--- src/rtl/mips_mem_dump_pkg.sv ---
// Shared definitions for the MIPS32 data-memory dump engine.
//   - default widths for data, address and word count
//   - FSM state encoding used by mips_mem_dump
package mips_mem_dump_pkg;

    localparam int DATA_W_DEF = 32;
    localparam int ADDR_W_DEF = 10;
    localparam int CNT_W_DEF  = 11;   // one wider than ADDR_W so a full 2**ADDR_W dump fits

    typedef enum logic [2:0] {
        S_IDLE      = 3'd0,
        S_WAIT_HALT = 3'd1,
        S_READ      = 3'd2,
        S_CAPTURE   = 3'd3,
        S_SEND      = 3'd4,
        S_DONE      = 3'd5
    } state_e;

endpackage

--- src/rtl/mips_mem_dump_if.sv ---
// Bus bundle for the memory dump engine.
//   control : start, start_addr, word_count, halted (in) / busy, done (out)
//   memory  : mem_rd_en, mem_addr (out) / mem_rdata (in, 1 cycle after rd_en)
//   stream  : out_valid, out_addr, out_data (out) / out_ready (in)
// slave  = the dump engine side, master = the environment driving it.
interface mips_mem_dump_if
    import mips_mem_dump_pkg::*;
#(
    parameter int DATA_W = DATA_W_DEF,
    parameter int ADDR_W = ADDR_W_DEF,
    parameter int CNT_W  = CNT_W_DEF
);
    logic              start;
    logic [ADDR_W-1:0] start_addr;
    logic [CNT_W-1:0]  word_count;
    logic              halted;
    logic              mem_rd_en;
    logic [ADDR_W-1:0] mem_addr;
    logic [DATA_W-1:0] mem_rdata;
    logic              out_valid;
    logic              out_ready;
    logic [ADDR_W-1:0] out_addr;
    logic [DATA_W-1:0] out_data;
    logic              busy;
    logic              done;

    modport slave (
        input  start, start_addr, word_count, halted, mem_rdata, out_ready,
        output mem_rd_en, mem_addr, out_valid, out_addr, out_data, busy, done
    );

    modport master (
        output start, start_addr, word_count, halted, mem_rdata, out_ready,
        input  mem_rd_en, mem_addr, out_valid, out_addr, out_data, busy, done
    );

endinterface

--- src/rtl/mips_mem_dump.sv ---
// Read-back engine for the pipelined MIPS32 data memory.
// Waits for the core to halt, then reads word_count words starting at
// start_addr (wrapping modulo 2**ADDR_W) one at a time and streams each
// {address, data} pair out over a valid/ready port. One word in flight at
// most: READ -> CAPTURE -> SEND, 3 cycles per word with out_ready high.
// Ports:
//   clk1  : single clock, all logic on its rising edge
//   rst_n : asynchronous active-low reset
//   bus   : mips_mem_dump_if.slave (control, memory read, output stream)
module mips_mem_dump
    import mips_mem_dump_pkg::*;
#(
    parameter int DATA_W = DATA_W_DEF,
    parameter int ADDR_W = ADDR_W_DEF,
    parameter int CNT_W  = CNT_W_DEF
) (
    input  logic            clk1,
    input  logic            rst_n,
    mips_mem_dump_if.slave  bus
);

    state_e            state_q,     state_d;
    logic [ADDR_W-1:0] cur_addr_q,  cur_addr_d;
    logic [CNT_W-1:0]  count_q,     count_d;
    logic              out_valid_q, out_valid_d;
    logic [ADDR_W-1:0] out_addr_q,  out_addr_d;
    logic [DATA_W-1:0] out_data_q,  out_data_d;

    always_ff @(posedge clk1 or negedge rst_n) begin
        if (!rst_n) begin
            state_q     <= S_IDLE;
            cur_addr_q  <= '0;
            count_q     <= '0;
            out_valid_q <= 1'b0;
            out_addr_q  <= '0;
            out_data_q  <= '0;
        end else begin
            state_q     <= state_d;
            cur_addr_q  <= cur_addr_d;
            count_q     <= count_d;
            out_valid_q <= out_valid_d;
            out_addr_q  <= out_addr_d;
            out_data_q  <= out_data_d;
        end
    end

    always_comb begin
        state_d     = state_q;
        cur_addr_d  = cur_addr_q;
        count_d     = count_q;
        out_valid_d = out_valid_q;
        out_addr_d  = out_addr_q;
        out_data_d  = out_data_q;
        case (state_q)
            S_IDLE: begin
                // Window is latched here; later changes on the inputs are ignored.
                if (bus.start) begin
                    cur_addr_d = bus.start_addr;
                    count_d    = bus.word_count;
                    state_d    = S_WAIT_HALT;
                end
            end
            S_WAIT_HALT: begin
                if (bus.halted) begin
                    state_d = (count_q == '0) ? S_DONE : S_READ;
                end
            end
            S_READ: begin
                state_d = S_CAPTURE;
            end
            S_CAPTURE: begin
                // mem_rdata is valid exactly one cycle after the READ strobe.
                out_data_d  = bus.mem_rdata;
                out_addr_d  = cur_addr_q;
                out_valid_d = 1'b1;
                state_d     = S_SEND;
            end
            S_SEND: begin
                // out_* stay frozen until the sink takes the word.
                if (bus.out_ready) begin
                    out_valid_d = 1'b0;
                    cur_addr_d  = cur_addr_q + ADDR_W'(1);
                    count_d     = count_q - CNT_W'(1);
                    state_d     = (count_q == CNT_W'(1)) ? S_DONE : S_READ;
                end
            end
            S_DONE: begin
                state_d = S_IDLE;
            end
            default: begin
                state_d = S_IDLE;
            end
        endcase
    end

    assign bus.mem_rd_en = (state_q == S_READ);
    assign bus.mem_addr  = (state_q == S_READ) ? cur_addr_q : '0;
    assign bus.out_valid = out_valid_q;
    assign bus.out_addr  = out_addr_q;
    assign bus.out_data  = out_data_q;
    assign bus.busy      = (state_q != S_IDLE);
    assign bus.done      = (state_q == S_DONE);

endmodule

--- src/flat_wrapper.sv ---
// flat-port wrapper written by rule: the top's interface ports become plain ports
module mips_mem_dump_flat import mips_mem_dump_pkg::*;
#(
    parameter int DATA_W = DATA_W_DEF,
    parameter int ADDR_W = ADDR_W_DEF,
    parameter int CNT_W  = CNT_W_DEF
)
  (clk1, rst_n, bus_start, bus_start_addr, bus_word_count, bus_halted, bus_mem_rdata, bus_out_ready, bus_mem_rd_en, bus_mem_addr, bus_out_valid, bus_out_addr, bus_out_data, bus_busy, bus_done);
  mips_mem_dump_if #(.DATA_W(DATA_W), .ADDR_W(ADDR_W), .CNT_W(CNT_W)) bus_i ();
  input  logic clk1;
  input  logic rst_n;
  input wire logic [$bits(bus_i.start)-1:0] bus_start;
  input wire logic [$bits(bus_i.start_addr)-1:0] bus_start_addr;
  input wire logic [$bits(bus_i.word_count)-1:0] bus_word_count;
  input wire logic [$bits(bus_i.halted)-1:0] bus_halted;
  input wire logic [$bits(bus_i.mem_rdata)-1:0] bus_mem_rdata;
  input wire logic [$bits(bus_i.out_ready)-1:0] bus_out_ready;
  output wire logic [$bits(bus_i.mem_rd_en)-1:0] bus_mem_rd_en;
  output wire logic [$bits(bus_i.mem_addr)-1:0] bus_mem_addr;
  output wire logic [$bits(bus_i.out_valid)-1:0] bus_out_valid;
  output wire logic [$bits(bus_i.out_addr)-1:0] bus_out_addr;
  output wire logic [$bits(bus_i.out_data)-1:0] bus_out_data;
  output wire logic [$bits(bus_i.busy)-1:0] bus_busy;
  output wire logic [$bits(bus_i.done)-1:0] bus_done;
  assign bus_i.start = bus_start;
  assign bus_i.start_addr = bus_start_addr;
  assign bus_i.word_count = bus_word_count;
  assign bus_i.halted = bus_halted;
  assign bus_i.mem_rdata = bus_mem_rdata;
  assign bus_i.out_ready = bus_out_ready;
  assign bus_mem_rd_en = bus_i.mem_rd_en;
  assign bus_mem_addr = bus_i.mem_addr;
  assign bus_out_valid = bus_i.out_valid;
  assign bus_out_addr = bus_i.out_addr;
  assign bus_out_data = bus_i.out_data;
  assign bus_busy = bus_i.busy;
  assign bus_done = bus_i.done;
  mips_mem_dump #(.DATA_W(DATA_W), .ADDR_W(ADDR_W), .CNT_W(CNT_W)) u_core (.clk1(clk1), .rst_n(rst_n), .bus(bus_i));
endmodule
--- config.mk ---
export PLATFORM = sky130hd
export DESIGN_NAME = mips_mem_dump_flat
export DESIGN_NICKNAME = d
export VERILOG_FILES = /design/src/rtl/mips_mem_dump_pkg.sv /design/src/rtl/mips_mem_dump_if.sv /design/src/rtl/mips_mem_dump.sv /design/src/flat_wrapper.sv
export SDC_FILE = /design/constraint.sdc
export NUM_CORES = 1
export LEC_CHECK = 0
export BUFFER_PORTS_ARGS = -buffer_cell sky130_fd_sc_hd__buf_2
export CORE_ASPECT_RATIO = 0.6
export CORE_MARGIN = 4
export CORE_UTILIZATION = 42
export DETAILED_ROUTE_END_ITERATION = 16
export HOLD_SLACK_MARGIN = 0.05
export MAX_ROUTING_LAYER = met4
export PLACE_DENSITY = 0.71
export SLEW_MARGIN = 0
export SYNTH_ARGS = -nofsm -noshare
export SYNTH_HDL_FRONTEND = slang
export SYNTH_SLANG_ARGS = --single-unit
--- constraint.sdc ---
create_clock -name clk1 -period 1.5 [get_ports clk1]
set_input_delay 0.075 -clock clk1 [delete_from_list [all_inputs] [get_ports clk1]]
set_output_delay 0.075 -clock clk1 [all_outputs]
set_load 0.01 [all_outputs]
Word-level counts from Yosys, hierarchy flattened

Index checks and enable logic that the tools add are counted.

Bits in registers: 67
Latch bits: 0
Memory bits (writable): 0
Memory bits (read-only): 0
Input port bits: 58
Word-level logic and storage cells: 40
Memories: 0

Add/subtract/negate cells: 2
Multipliers: 0
Div/mod/pow operators: 0
Order comparisons: 0
Equality and inequality tests: 9
Shifts and indexed selects: 0
Mux-type cells: 15
Bitwise operators: 0
Reduce and logical (&&, ||, !) cells: 8

Operators by type and width:

| operator                                                              | number |
|---|---|
| 10-bit two-way mux                                                    | 3 |
| 11-bit two-way mux                                                    | 2 |
| 11-bit case mux with 2 select lines                                   | 1 |
| 10-bit case mux with 2 select lines                                   | 1 |
| 3-bit two-way mux                                                     | 5 |
| 3-bit case mux with 5 select lines                                    | 1 |
| 11-bit by 1-bit == test with 1-bit output (second input constant)     | 1 |
| 11-bit logical NOT                                                    | 1 |
| 11-bit by 1-bit subtractor with 11-bit output (second input constant) | 1 |
| 10-bit by 1-bit adder with 10-bit output (second input constant)      | 1 |
| 3-bit by 2-bit == test with 1-bit output (second input constant)      | 2 |
| 3-bit == test (second input constant)                                 | 2 |
| 2-bit inequality test (second input constant)                         | 3 |
| 3-bit AND reduction                                                   | 2 |
| 2-bit nonzero test                                                    | 2 |
| 3-bit by 1-bit == test with 1-bit output (second input constant)      | 1 |
| 3-bit logical NOT                                                     | 1 |
| 3-bit nonzero test                                                    | 1 |
| 1-bit case mux with 2 select lines                                    | 1 |
| 2-bit AND reduction                                                   | 1 |
| 1-bit two-way mux                                                     | 1 |

Depth between registers and ports, before layout

Depth in word-level cells: 4
Gate-level depth with buffers: 7
Mapped depth without buffers: 6

Least setup slack after synthesis

Ideal clock, no wire load.

Path kind: reg2reg
Start: register u_core.count_q[2]
End: register u_core.count_q[9]
Library setup time: 0.079 ns
Arrival time: 1.588 ns
Setup slack: -0.167 ns
Stages on the path, launching flop included: 5
Period minus slack after synthesis: 1.667 ns
Cell sequence: dfrtp_1 > or4_4 > or3_1 > a21oi_1 > a2bb2oi_1

Longest elaborated chain between the ends: 3

Ends and longest elaborated chain:

| element                                       | line                | text |
|---|---|---|
| start: declaration                            | mips_mem_dump.sv:24 | `logic [CNT_W-1:0] count_q, count_d;` |
| start signal: assignment                      | mips_mem_dump.sv:40 | `count_q <= count_d;` |
| 11-bit by 1-bit subtractor with 11-bit output | mips_mem_dump.sv:83 | `count_d = count_q - CNT_W'(1);` |
| 11-bit two-way mux                            | mips_mem_dump.sv:80 | `if (bus.out_ready) begin` |
| 11-bit case mux with 2 select lines           | mips_mem_dump.sv:54 | `case (state_q)` |

Every way passes these cells. The select of a mux whose other input is x is not followed.
A chain may end at the register's enable or synchronous reset.

Worst setup path after layout

Start: register u_core.count_q[4]
End: register u_core.count_q[9]

Same word-level chain as after synthesis.

==> reports/results.txt <==
For the pin with the worst max-slew slack, the measured transition is 381.1 ps. Yosys mapped the design onto 36 distinct sky130hd cell types. The number of buffers inserted during clock tree synthesis came out at 9. Clock root buffer master: sky130_fd_sc_hd__clkbuf_16. Once detailed placement completed, the half-perimeter wirelength came to 6084 µm. For this run, the slowest stage of the critical path takes 540 ps. Category of the worst setup path capture point: a flip-flop. The area growth from synthesis to layout is 81.69%. For the number of antenna violations at the first check in global routing, the log shows 1. The cell count after synthesis is 293, and the count of clock tree sinks is 67. Dividing total power by cell area gives a power density of 2161 mW/mm². The completed layout was analyzed and its total power is 12.59 mW. The combined area of all synthesized cells was 0.003206 mm².

In the global route stage, overall resource usage came out at 23.70%. The tools report the startpoint type of the worst setup path as a flip-flop. Clock-pin slew on the worst setup and hold paths: 50 ps.

The run finished, with violations left. The H-tree generated during clock tree synthesis spans 3 levels. For the sequential share of the synthesized area, the log shows 52.30%. Summed over all instances, the cell type with the most area after synthesis is sky130_fd_sc_hd__dfrtp_1. The logs give 0 for the number of warnings printed during yosys synthesis and 340 ps for the worst-skew pair later-pin latency. The worst setup path is of the reg2reg kind. The final worst slack is -236.2 ps, and the post-route DRC violation count is 0. The reg-to-reg critical path startpoint was u_core.count_q[4]$_DFFE_PN0P_.

STA puts the critical path data arrival time at 1990 ps. The average cell area after synthesis came out at 10.94 µm². Counting I/O delays and the setup requirement, the final critical path takes 1736 ps. Number of synthesized register bits: 67. TritonCTS built the clock tree.

The detail route stage leaves a number of antenna-violating nets equal to 0. Headroom to the max-slew limit came out at 74.60%. The leakage power came out at 2.730 nW.

The checks that failed: negative setup slack. In the final layout, the multi-input gates occupy 0.001921 mm². The initial core utilization is 43.75%, and the total die area is 0.009140 mm². After detailed placement, the total cell area comes to 0.004109 mm². The run gives 0 as the hold violation total from the final report. In the synthesized netlist the async set-or-reset flop fraction comes to 100.0%. The finished cells cover 0.005824 mm². Number of fill cells in the layout: 453. Cell count of the worst hold path: 3. On the final layout, the worst clock skew is 10.29 ps.

Setup repair after global routing could not meet its margin everywhere. The max-slew violation count is 0, and the final-stage net count is 556. The number of nets handed over by synthesis was 355. For the worst setup slack before clock tree synthesis, the log shows -158.9 ps.

Pin placement for this block handled 114 I/O pins. Among all cell types in the netlist, the one instantiated most often is sky130_fd_sc_hd__dfrtp_1. For the worst setup path, the data required time is 1760 ps. The final routed wirelength across all metal layers was 11810 µm; the floorplan core area was 0.007327 mm². At the end of routability-driven placement, the weighted congestion stood at 0.9037. The peak ir drop on the vdd network was 1.356 mV; the first-pass GRT wire length was 16040 µm. Endpoint of the lowest-slack register-to-register path: u_core.count_q[9]$_DFFE_PN0P_. The post-route netlist has 59.72% of its cells at a drive strength greater than 1. Counting along the longest clock path gives a buffer depth of 2.

Counting flops with a built-in enable in the synthesized netlist gives 0. The die is 75.67 µm tall. Including well taps, the total number of placed cells is 518.

The die boundary width came out at 120.8 µm. The path with the worst hold slack has its endpoint at u_core.cur_addr_q[2]$_DFFE_PN0P_. Setup slack on the worst reg-to-reg path comes out at -240 ps. Among all flip-flop cells after synthesis, the most frequent one is sky130_fd_sc_hd__dfrtp_1. The number of vias after detailed routing was 3233; the leftover overflow at the end of global routing was 0. Along the worst path, the maximum fanout reaches 2.

Derived from the worst setup path, the maximum achievable clock frequency is 0.5760 GHz. The sequential cells in the finished layout cover a total of 0.001679 mm². The number of rows in the core area was 24; the wire length per cell after detailed routing was 19.55 µm. Max-cap violations in this run came to 0. The worst path uses 115.7% of the clock period. The largest net degree at the start of global routing is 68. The first routing iteration left 226 violations. Port buffering added 113 buffers. The finished layout holds 604 standard cells, fillers aside. The critical-path cell with the highest stage delay is sky130_fd_sc_hd__or4_4.

Average vias per placed instance: 5.353. In this run the worst hold path is classified as in2reg. The number of global-route vias before repair is 3165. Ranked by total cell area, the synthesized netlist is headed by sky130_fd_sc_hd__dfrtp_1 52%, sky130_fd_sc_hd__mux2_2 15%, sky130_fd_sc_hd__o21ai_0 3.9%. The worst hold path begins at bus_start_addr[2].

Setup violations remaining at the end of the flow were counted as 74. The path depth of the worst reg2reg path works out to 4. Traced cell by cell, the critical path runs through or4_4 -> or3_4 -> a21oi_2 -> a2bb2oi_2.

The pre-antenna-repair detailed-routing pass consisted of 4 iterations. Sorting the synthesized cells by how often they occur yields 67 x sky130_fd_sc_hd__dfrtp_1, 42 x sky130_fd_sc_hd__mux2_2, 25 x sky130_fd_sc_hd__o21ai_0, 22 x sky130_fd_sc_hd__a21oi_1, 15 x sky130_fd_sc_hd__nand2_1. The proportion of netlist area held by the largest area contributor is 52.30%.
metrics by stage:
stage	TNS, ps	hold slack (ps)	utilization, %
floorplan	-235.5	-220.6	-
global placement	-194.4	121.9	56.08
detailed placement	-553.3	125.0	56.08
CTS	-1712	52.52	71.45
global route	-7879	54.38	79.49
finish	-5372	31.67	79.49
cell families (layout without fill, tap and decap cells):
family | count (synthesis) | count (layout) | synth area share, %
and+or+nand+nor | 79 | 79 | 13.50
AOI/OAI and AO/OA | 77 | 77 | 14.72
DFF | 67 | 67 | 52.30
muxes | 42 | 42 | 14.75
buffers and inverters | 24 | 230 | 3.161
adders and majority gates | 4 | 4 | 1.561
other | 0 | 1 | 0
layout make-up:
cell class	count	area share [%]
multi-input cells	202	32.98
repair buffers	210	30.70
flip-flops and latches	67	28.83
clock buffers	14	4.361
well taps	104	2.234
clock inverters	2	0.6015
inverters	4	0.2578
diodes	1	0.04296
where the power goes:
part           internal, mW  leakage, nW  total [mW]  switching (mW)
Sequential             2.74        0.774        3.49           0.748
Clock                  1.33        0.141        2.11           0.775
Combinational          3.93         1.82        6.99            3.06
state kept, by name, summed over array words and instances, names as in the netlist:
register / cells
u_core.bus.out_addr: 10
u_core.state_q: 3
u_core.cur_addr_q: 10
u_core.bus.out_valid: 1
u_core.bus.out_data: 32
u_core.count_q: 11
worst max path at each step:
stage	from	endpoint	slack [ps]
2_1_floorplan	u_core.count_q[6]$_DFFE_PN0P_	u_core.count_q[9]$_DFFE_PN0P_	-110
3_3_place_gp	u_core.count_q[7]$_DFFE_PN0P_	u_core.count_q[9]$_DFFE_PN0P_	-140
3_5_place_dp	u_core.count_q[7]$_DFFE_PN0P_	u_core.count_q[9]$_DFFE_PN0P_	-160
4_1_cts	u_core.count_q[1]$_DFFE_PN0P_	u_core.count_q[9]$_DFFE_PN0P_	-150
5_1_grt	u_core.count_q[4]$_DFFE_PN0P_	u_core.count_q[9]$_DFFE_PN0P_	-250
6_report	u_core.count_q[4]$_DFFE_PN0P_	u_core.count_q[9]$_DFFE_PN0P_	-240
cell usage in the layout (no fill, tap or decap), types with 3 or more instances in the layout:
| master | netlist | layout |
|---|---|---|
| sky130_fd_sc_hd__buf_12 | 0 | 11 |
| sky130_fd_sc_hd__dlygate4sd3_1 | 0 | 42 |
| sky130_fd_sc_hd__nand3_2 | 0 | 3 |
| sky130_fd_sc_hd__o21ai_2 | 0 | 10 |
| sky130_fd_sc_hd__clkbuf_16 | 0 | 14 |
| sky130_fd_sc_hd__buf_4 | 0 | 25 |
| sky130_fd_sc_hd__inv_2 | 0 | 3 |
| sky130_fd_sc_hd__nand2_2 | 0 | 5 |
| sky130_fd_sc_hd__clkbuf_1 | 11 | 4 |
| sky130_fd_sc_hd__and3_1 | 3 | 3 |
| sky130_fd_sc_hd__buf_6 | 0 | 21 |
| sky130_fd_sc_hd__buf_16 | 0 | 3 |
| sky130_fd_sc_hd__o21ai_1 | 0 | 10 |
| sky130_fd_sc_hd__buf_2 | 9 | 103 |
| sky130_fd_sc_hd__nand2_1 | 15 | 8 |
| sky130_fd_sc_hd__nor2_1 | 14 | 10 |
| sky130_fd_sc_hd__mux2_4 | 0 | 42 |
| sky130_fd_sc_hd__nand2b_1 | 5 | 3 |
| sky130_fd_sc_hd__a2bb2oi_1 | 7 | 6 |
| sky130_fd_sc_hd__nand3_1 | 10 | 6 |
| sky130_fd_sc_hd__nand3b_1 | 3 | 3 |
| sky130_fd_sc_hd__a21oi_1 | 22 | 16 |
| sky130_fd_sc_hd__and2_4 | 0 | 10 |
| sky130_fd_sc_hd__dfrtp_1 | 67 | 65 |
| sky130_fd_sc_hd__o22ai_2 | 0 | 4 |
| sky130_fd_sc_hd__a21oi_2 | 0 | 6 |
| sky130_fd_sc_hd__o21ai_0 | 25 | 4 |
routing by layer:
metal | wire length [µm] | vias to the layer above | track usage, %
met1 | 5194 | 1583 | 30.99
met4 | 155 | 0 | 6.784
met2 | 5445 | 153 | 36.92
li1 | - | 1481 | -
met5 | 0 | - | -
met3 | 1013 | 16 | 6.380
what timing repair did:
| item | in CTS | in global routing |
|---|---|---|
| endpoints found under the setup margin | 30 | 42 |
| cloned | 6 | 5 |
| hold endpoints to repair | 108 | 0 |
| pin swaps | 22 | 30 |
| hold buffers | 42 | 0 |
| setup buffers | 10 | 8 |
| resized for setup | 56 | 115 |
critical path: cells and delay by family (launching register included):
family / cells / cell delay, ps
and+or+nand+nor: 2 / 940
AOI/OAI and AO/OA: 2 / 350
DFF: 1 / 370
No activity file was read; power rests on OpenSTA's default activity.
